==> config.mk <==
export PLATFORM = sky130hd
export DESIGN_NAME = meta_op_handler
export DESIGN_NICKNAME = d
export VERILOG_FILES = /design/src/rtl/meta_op_handler.sv
export SDC_FILE = /design/constraint.sdc
export NUM_CORES = 1
export LEC_CHECK = 0
export ABC_CLOCK_PERIOD_IN_PS = 3770
export CORE_MARGIN = 4
export CORE_UTILIZATION = 52
export DETAILED_ROUTE_END_ITERATION = 12
export GPL_ROUTABILITY_DRIVEN = 0
export PLACE_DENSITY = 0.9
export SYNTH_ARGS = -nofsm -noshare
export SYNTH_HDL_FRONTEND = slang
export SYNTH_SLANG_ARGS = --single-unit
==> constraint.sdc <==
create_clock -name clk -period 3.77 [get_ports clk]
set_input_delay 0.9425 -clock clk [delete_from_list [all_inputs] [get_ports clk]]
set_output_delay 0.9425 -clock clk [all_outputs]
set_load 0.02 [all_outputs]
==> src/rtl/meta_op_handler.sv <==
// rtl/meta_op_handler.sv - meta G-code handler: NOP, pen up/down with servo settle, and dwell timing.
// Runs only on clk_en ticks; never moves X/Y and never issues position updates.
module meta_op_handler #(
  parameter int ARG_W          = 16,
  parameter int TICKS_PER_UNIT = 1000,
  parameter int SETTLE_TICKS   = 200,
  parameter int PULSE_NUM_W    = 16
) (
  input  logic                   clk,
  input  logic                   reset,
  input  logic                   clk_en,
  input  logic                   trigger,
  input  logic [1:0]             op_sel,
  input  logic [ARG_W-1:0]       arg,
  output logic                   rdy,
  output logic                   done,
  output logic [PULSE_NUM_W-1:0] motors_pulse_num_x,
  output logic [PULSE_NUM_W-1:0] motors_pulse_num_y,
  output logic                   motors_servo_pos,
  output logic                   motors_trigger,
  input  logic                   motors_rdy,
  input  logic                   motors_done,
  output logic [PULSE_NUM_W-1:0] pos_new_x,
  output logic [PULSE_NUM_W-1:0] pos_new_y,
  output logic                   pos_update
);

  localparam int TICK_W   = (TICKS_PER_UNIT > 1) ? $clog2(TICKS_PER_UNIT) : 1;
  localparam int SETTLE_W = (SETTLE_TICKS > 0) ? $clog2(SETTLE_TICKS + 1) : 1;

  localparam logic [TICK_W-1:0]   TICK_LOAD   = TICK_W'(TICKS_PER_UNIT - 1);
  localparam logic [TICK_W-1:0]   TICK_ONE    = TICK_W'(1);
  localparam logic [SETTLE_W-1:0] SETTLE_LOAD = (SETTLE_TICKS > 0) ? SETTLE_W'(SETTLE_TICKS - 1) : '0;
  localparam logic [SETTLE_W-1:0] SETTLE_ONE  = SETTLE_W'(1);
  localparam logic [ARG_W-1:0]    UNIT_ONE    = ARG_W'(1);

  localparam logic [1:0] OP_NOP      = 2'd0;
  localparam logic [1:0] OP_PEN_UP   = 2'd1;
  localparam logic [1:0] OP_PEN_DOWN = 2'd2;

  typedef enum logic [2:0] {
    S_IDLE,
    S_SERVO_TRIG,
    S_SERVO_WAIT,
    S_SETTLE,
    S_DWELL,
    S_DONE
  } state_t;

  state_t              state;
  logic                pen;
  logic                pen_target;
  logic [TICK_W-1:0]   tick_cnt;
  logic [ARG_W-1:0]    unit_cnt;
  logic [SETTLE_W-1:0] settle_cnt;

  assign pen_target = (op_sel == OP_PEN_DOWN);

  always_ff @(posedge clk or negedge reset) begin
    if (!reset) begin
      state          <= S_IDLE;
      pen            <= 1'b0;
      tick_cnt       <= '0;
      unit_cnt       <= '0;
      settle_cnt     <= '0;
      motors_trigger <= 1'b0;
    end else if (clk_en) begin
      motors_trigger <= 1'b0;
      case (state)
        S_IDLE: begin
          if (trigger) begin
            case (op_sel)
              OP_NOP: state <= S_DONE;
              OP_PEN_UP, OP_PEN_DOWN: begin
                // Pen already where asked: finish without touching the motors.
                if (pen_target == pen) begin
                  state <= S_DONE;
                end else begin
                  pen   <= pen_target;
                  state <= S_SERVO_TRIG;
                end
              end
              default: begin
                if (arg == '0) begin
                  state <= S_DONE;
                end else begin
                  unit_cnt <= arg;
                  tick_cnt <= TICK_LOAD;
                  state    <= S_DWELL;
                end
              end
            endcase
          end
        end
        S_SERVO_TRIG: begin
          if (motors_rdy) begin
            motors_trigger <= 1'b1;
            state          <= S_SERVO_WAIT;
          end
        end
        S_SERVO_WAIT: begin
          if (motors_done) begin
            if (SETTLE_TICKS == 0) begin
              state <= S_DONE;
            end else begin
              settle_cnt <= SETTLE_LOAD;
              state      <= S_SETTLE;
            end
          end
        end
        S_SETTLE: begin
          if (settle_cnt == '0) begin
            state <= S_DONE;
          end else begin
            settle_cnt <= settle_cnt - SETTLE_ONE;
          end
        end
        S_DWELL: begin
          // Prescaled down-count: arg units of TICKS_PER_UNIT ticks, no multiply.
          if (tick_cnt == '0) begin
            if (unit_cnt == UNIT_ONE) begin
              unit_cnt <= '0;
              state    <= S_DONE;
            end else begin
              unit_cnt <= unit_cnt - UNIT_ONE;
              tick_cnt <= TICK_LOAD;
            end
          end else begin
            tick_cnt <= tick_cnt - TICK_ONE;
          end
        end
        S_DONE:  state <= S_IDLE;
        default: state <= S_IDLE;
      endcase
    end
  end

  assign rdy                = (state == S_IDLE);
  assign done               = (state == S_DONE);
  assign motors_servo_pos   = pen;
  assign motors_pulse_num_x = '0;
  assign motors_pulse_num_y = '0;
  assign pos_new_x          = '0;
  assign pos_new_y          = '0;
  assign pos_update         = 1'b0;

endmodule

==> results.json <==
{
  "hpwl_um": 5430,
  "cts_sinks": 39,
  "synth_cell_type_count": 71,
  "area_growth_pct": 4.88,
  "yosysSeqAreaShare_pct": 30.4,
  "swShare_pct": 44.5,
  "cts.reportedPaths.clkPinSlew_ns": 0.08,
  "post_cts_buffers": 0,
  "wirelength_um": 7200,
  "fin_crit_sh_pct": 77.9,
  "crit_path_max_fanout": 11,
  "grt_first_pass_wirelength_um": 11400,
  "ys_async_sr_fraction_pct": 100,
  "drive_above_1_share_pct": 8.83,
  "dp_slack_ns": 0.561,
  "cts_hold_buf": 0,
  "path_buf_inv": 1,
  "gr-usage-all-layers_pct": 18.9,
  "hp-class": "flip-flop to flip-flop",
  "hold_viol": 0,
  "p_int_mw": 1.09,
  "coreArea_um2": 5960,
  "row_count": 28,
  "first_global_vias": 2360,
  "run_status": "complete, no violations",
  "powerDensity_nw_per_um2": 587,
  "start_util_pct": 53.8,
  "cts_made_buffers": 5,
  "globalRoute.totalOverflow": 0,
  "cts_tree": "done",
  "setup_slack_ns": 0.832,
  "dominantRegCellSynth": "dfrtp_1",
  "via_per_inst": 5.80,
  "die_w_um": 86.5,
  "p_comb_share_pct": 40.0,
  "power_frac_seq_pct": 44.1,
  "final_cell_mix": "conb_1, dfrtp_1, clkdlybuf4s50_1",
  "cts-root-buf": "clkbuf_8",
  "p_leak_nw": 1.39,
  "drtPass1Iterations": 4,
  "clkLatencyLatePin_ns": 0.30,
  "synth_enable_flop_cells": 0,
  "grt_max_degree": 40,
  "synth_cells": 363,
  "syn_area_per_cell_um2": 8.83,
  "htree_levels": 2,
  "cts_buffer_depth": 2,
  "ys.warnings.count": 0,
  "ant_nets": 0,
  "rsz0062_at_grt": "false",
  "tightestPinTransition_ns": 1.02,
  "dieArea_um2": 7480,
  "synth_seq_cells": 39,
  "io_pins": 93,
  "fin_setup_tns_ns": 0,
  "final_common_cell": "conb_1",
  "worstPathCellList": "clkdlybuf4s50_1, nor4_1, nand3_1, o2111ai_2, or2_1, o211ai_1",
  "cts_resized": 0,
  "post-route-min-period_ns": 2.94,
  "antenna_found_initial": 0,
  "p_clk_share_pct": 16.0,
  "cp.required_ns": 3.93,
  "dr.first_iter.drc_count": 178,
  "worst_ir_drop_vdd_uv": 363,
  "startpoint_type": "primary input",
  "drt-wirelength-per-cell_um": 15.6,
  "antenna-diode-count": 0,
  "worst_setup_path_end_kind": "flip-flop",
  "critical_path_class": "primary input to flip-flop",
  "vias": 2667,
  "cpPeakStageDelay_ns": 0.51,
  "post-route-util_pct": 56.4,
  "slew_viol_final": 0,
  "critPathArrivalTime_ns": 3.10,
  "design_power_total_mw": 1.97,
  "crit_family": "simple AND/OR/NAND/NOR gates",
  "io_buffers": 27,
  "slew_headroom_pct": 31.7,
  "nNetsFinal": 415,
  "synth_area_um2": 3210,
  "dieHeight_um": 86.5,
  "clock_skew_ns": 0.00986,
  "setup_violations": 0,
  "switchingPower_uw": 877,
  "fmax_ghz": 0.340,
  "crit_slowest_cell": "o2111ai_2",
  "max_cap_viol_count": 0,
  "remaining_drc_errors": 0
}
## path summary, 6_finish.rpt
path | startpoint | end | slack (ns) | cells past startpoint
max reg2reg | state[0] | state[0] | 1.11 | 4
max | arg[8] | unit_cnt[11] | 0.83 | 6
min in group asynchronous | reset | settle_cnt[1] | 0.75 | 1
min reg2reg | motors_trigger | motors_trigger | 0.53 | 2
min | motors_trigger | motors_trigger | 0.53 | 2
max in group asynchronous | reset | tick_cnt[3] | 2.45 | 1
## state kept, by name, summed over array words and instances (netlist names)
signal	flops
settle_cnt	8
tick_cnt	10
motors_trigger	1
unit_cnt	16
motors_servo_pos	1
state	3
## tightest hold or removal path, stage by stage (launching register included)
cell     delay [ns]
dfrtp_1        0.38
inv_1          0.05
o21ai_0        0.06
## cell usage after synthesis, types with 3 or more instances
cell	instances	area, um^2
buf_4	66	495
dfrtp_1	39	976
nand2_1	20	75.1
inv_1	17	63.8
nor2_1	16	60.1
nor3_1	13	65.1
o21ai_0	13	65.1
nor4_1	12	75.1
nand3_1	11	55.1
a21oi_1	10	50.1
buf_2	8	40.0
o21ai_1	8	40.0
ha_1	7	87.6
a211oi_1	6	45.0
o22ai_1	6	37.5
and3_1	5	31.3
clkbuf_1	5	18.8
o31ai_1	5	37.5
a32oi_1	4	35.0
nand2b_1	4	25.0
nand4_1	4	25.0
xnor2_1	4	35.0
a22o_1	3	26.3
mux2_1	3	33.8
o211ai_1	3	22.5
or2_1	3	18.8
or3_1	3	18.8
or3b_2	3	26.3
## power by group through the flow
stage          logic (mW)  clock network, mW  registers, mW
6_report            0.788              0.315          0.869
5_1_grt             0.878              0.339          0.898
4_1_cts             0.781              0.319          0.860
3_5_place_dp        0.778                  0          0.867
3_3_place_gp        0.746                  0          0.853
2_1_floorplan       0.687                  0          0.791
## metal layers
| layer | vias to the layer above | share of wire [%] | GRT usage (%) |
|---|---|---|---|
| li1 | 1251 | - | - |
| met1 | 1282 | 41 | 25.2 |
| met2 | 127 | 50 | 31.9 |
| met3 | 7 | 8.8 | 3.33 |
| met4 | 0 | 0.61 | 4.67 |
| met5 | - | 0 | 0 |
## layout make-up
class                      instances  area (um^2)
tap                               75         93.8
timing repair buffer              30          288
clock buffer                       8          100
multi-input combinational        291         1840
fill                             539         2590
inverter                          17         63.8
sequential                        39          976
## logic make-up after synthesis
| group | after synthesis | share of synthesized area [%] |
|---|---|---|
| compound gates | 85 | 19.2 |
| fa+ha+maj | 7 | 2.73 |
| simple gates | 121 | 23.7 |
| mux | 8 | 2.81 |
| flops | 39 | 30.4 |
| buf+inv | 97 | 19.6 |
| xor+xnor | 5 | 1.37 |
| other cells | 1 | 0.117 |
## through the flow
step                cells  cell area [um^2]  hold WS [ns]
floorplan             427              3450         0.481
global placement      452              3260         0.503
detailed placement    452              3260         0.532
CTS                   460              3360         0.548
global route          460              3360         0.567
finish                460              3360         0.534
Note: power is estimated with default switching activity, not from simulation.
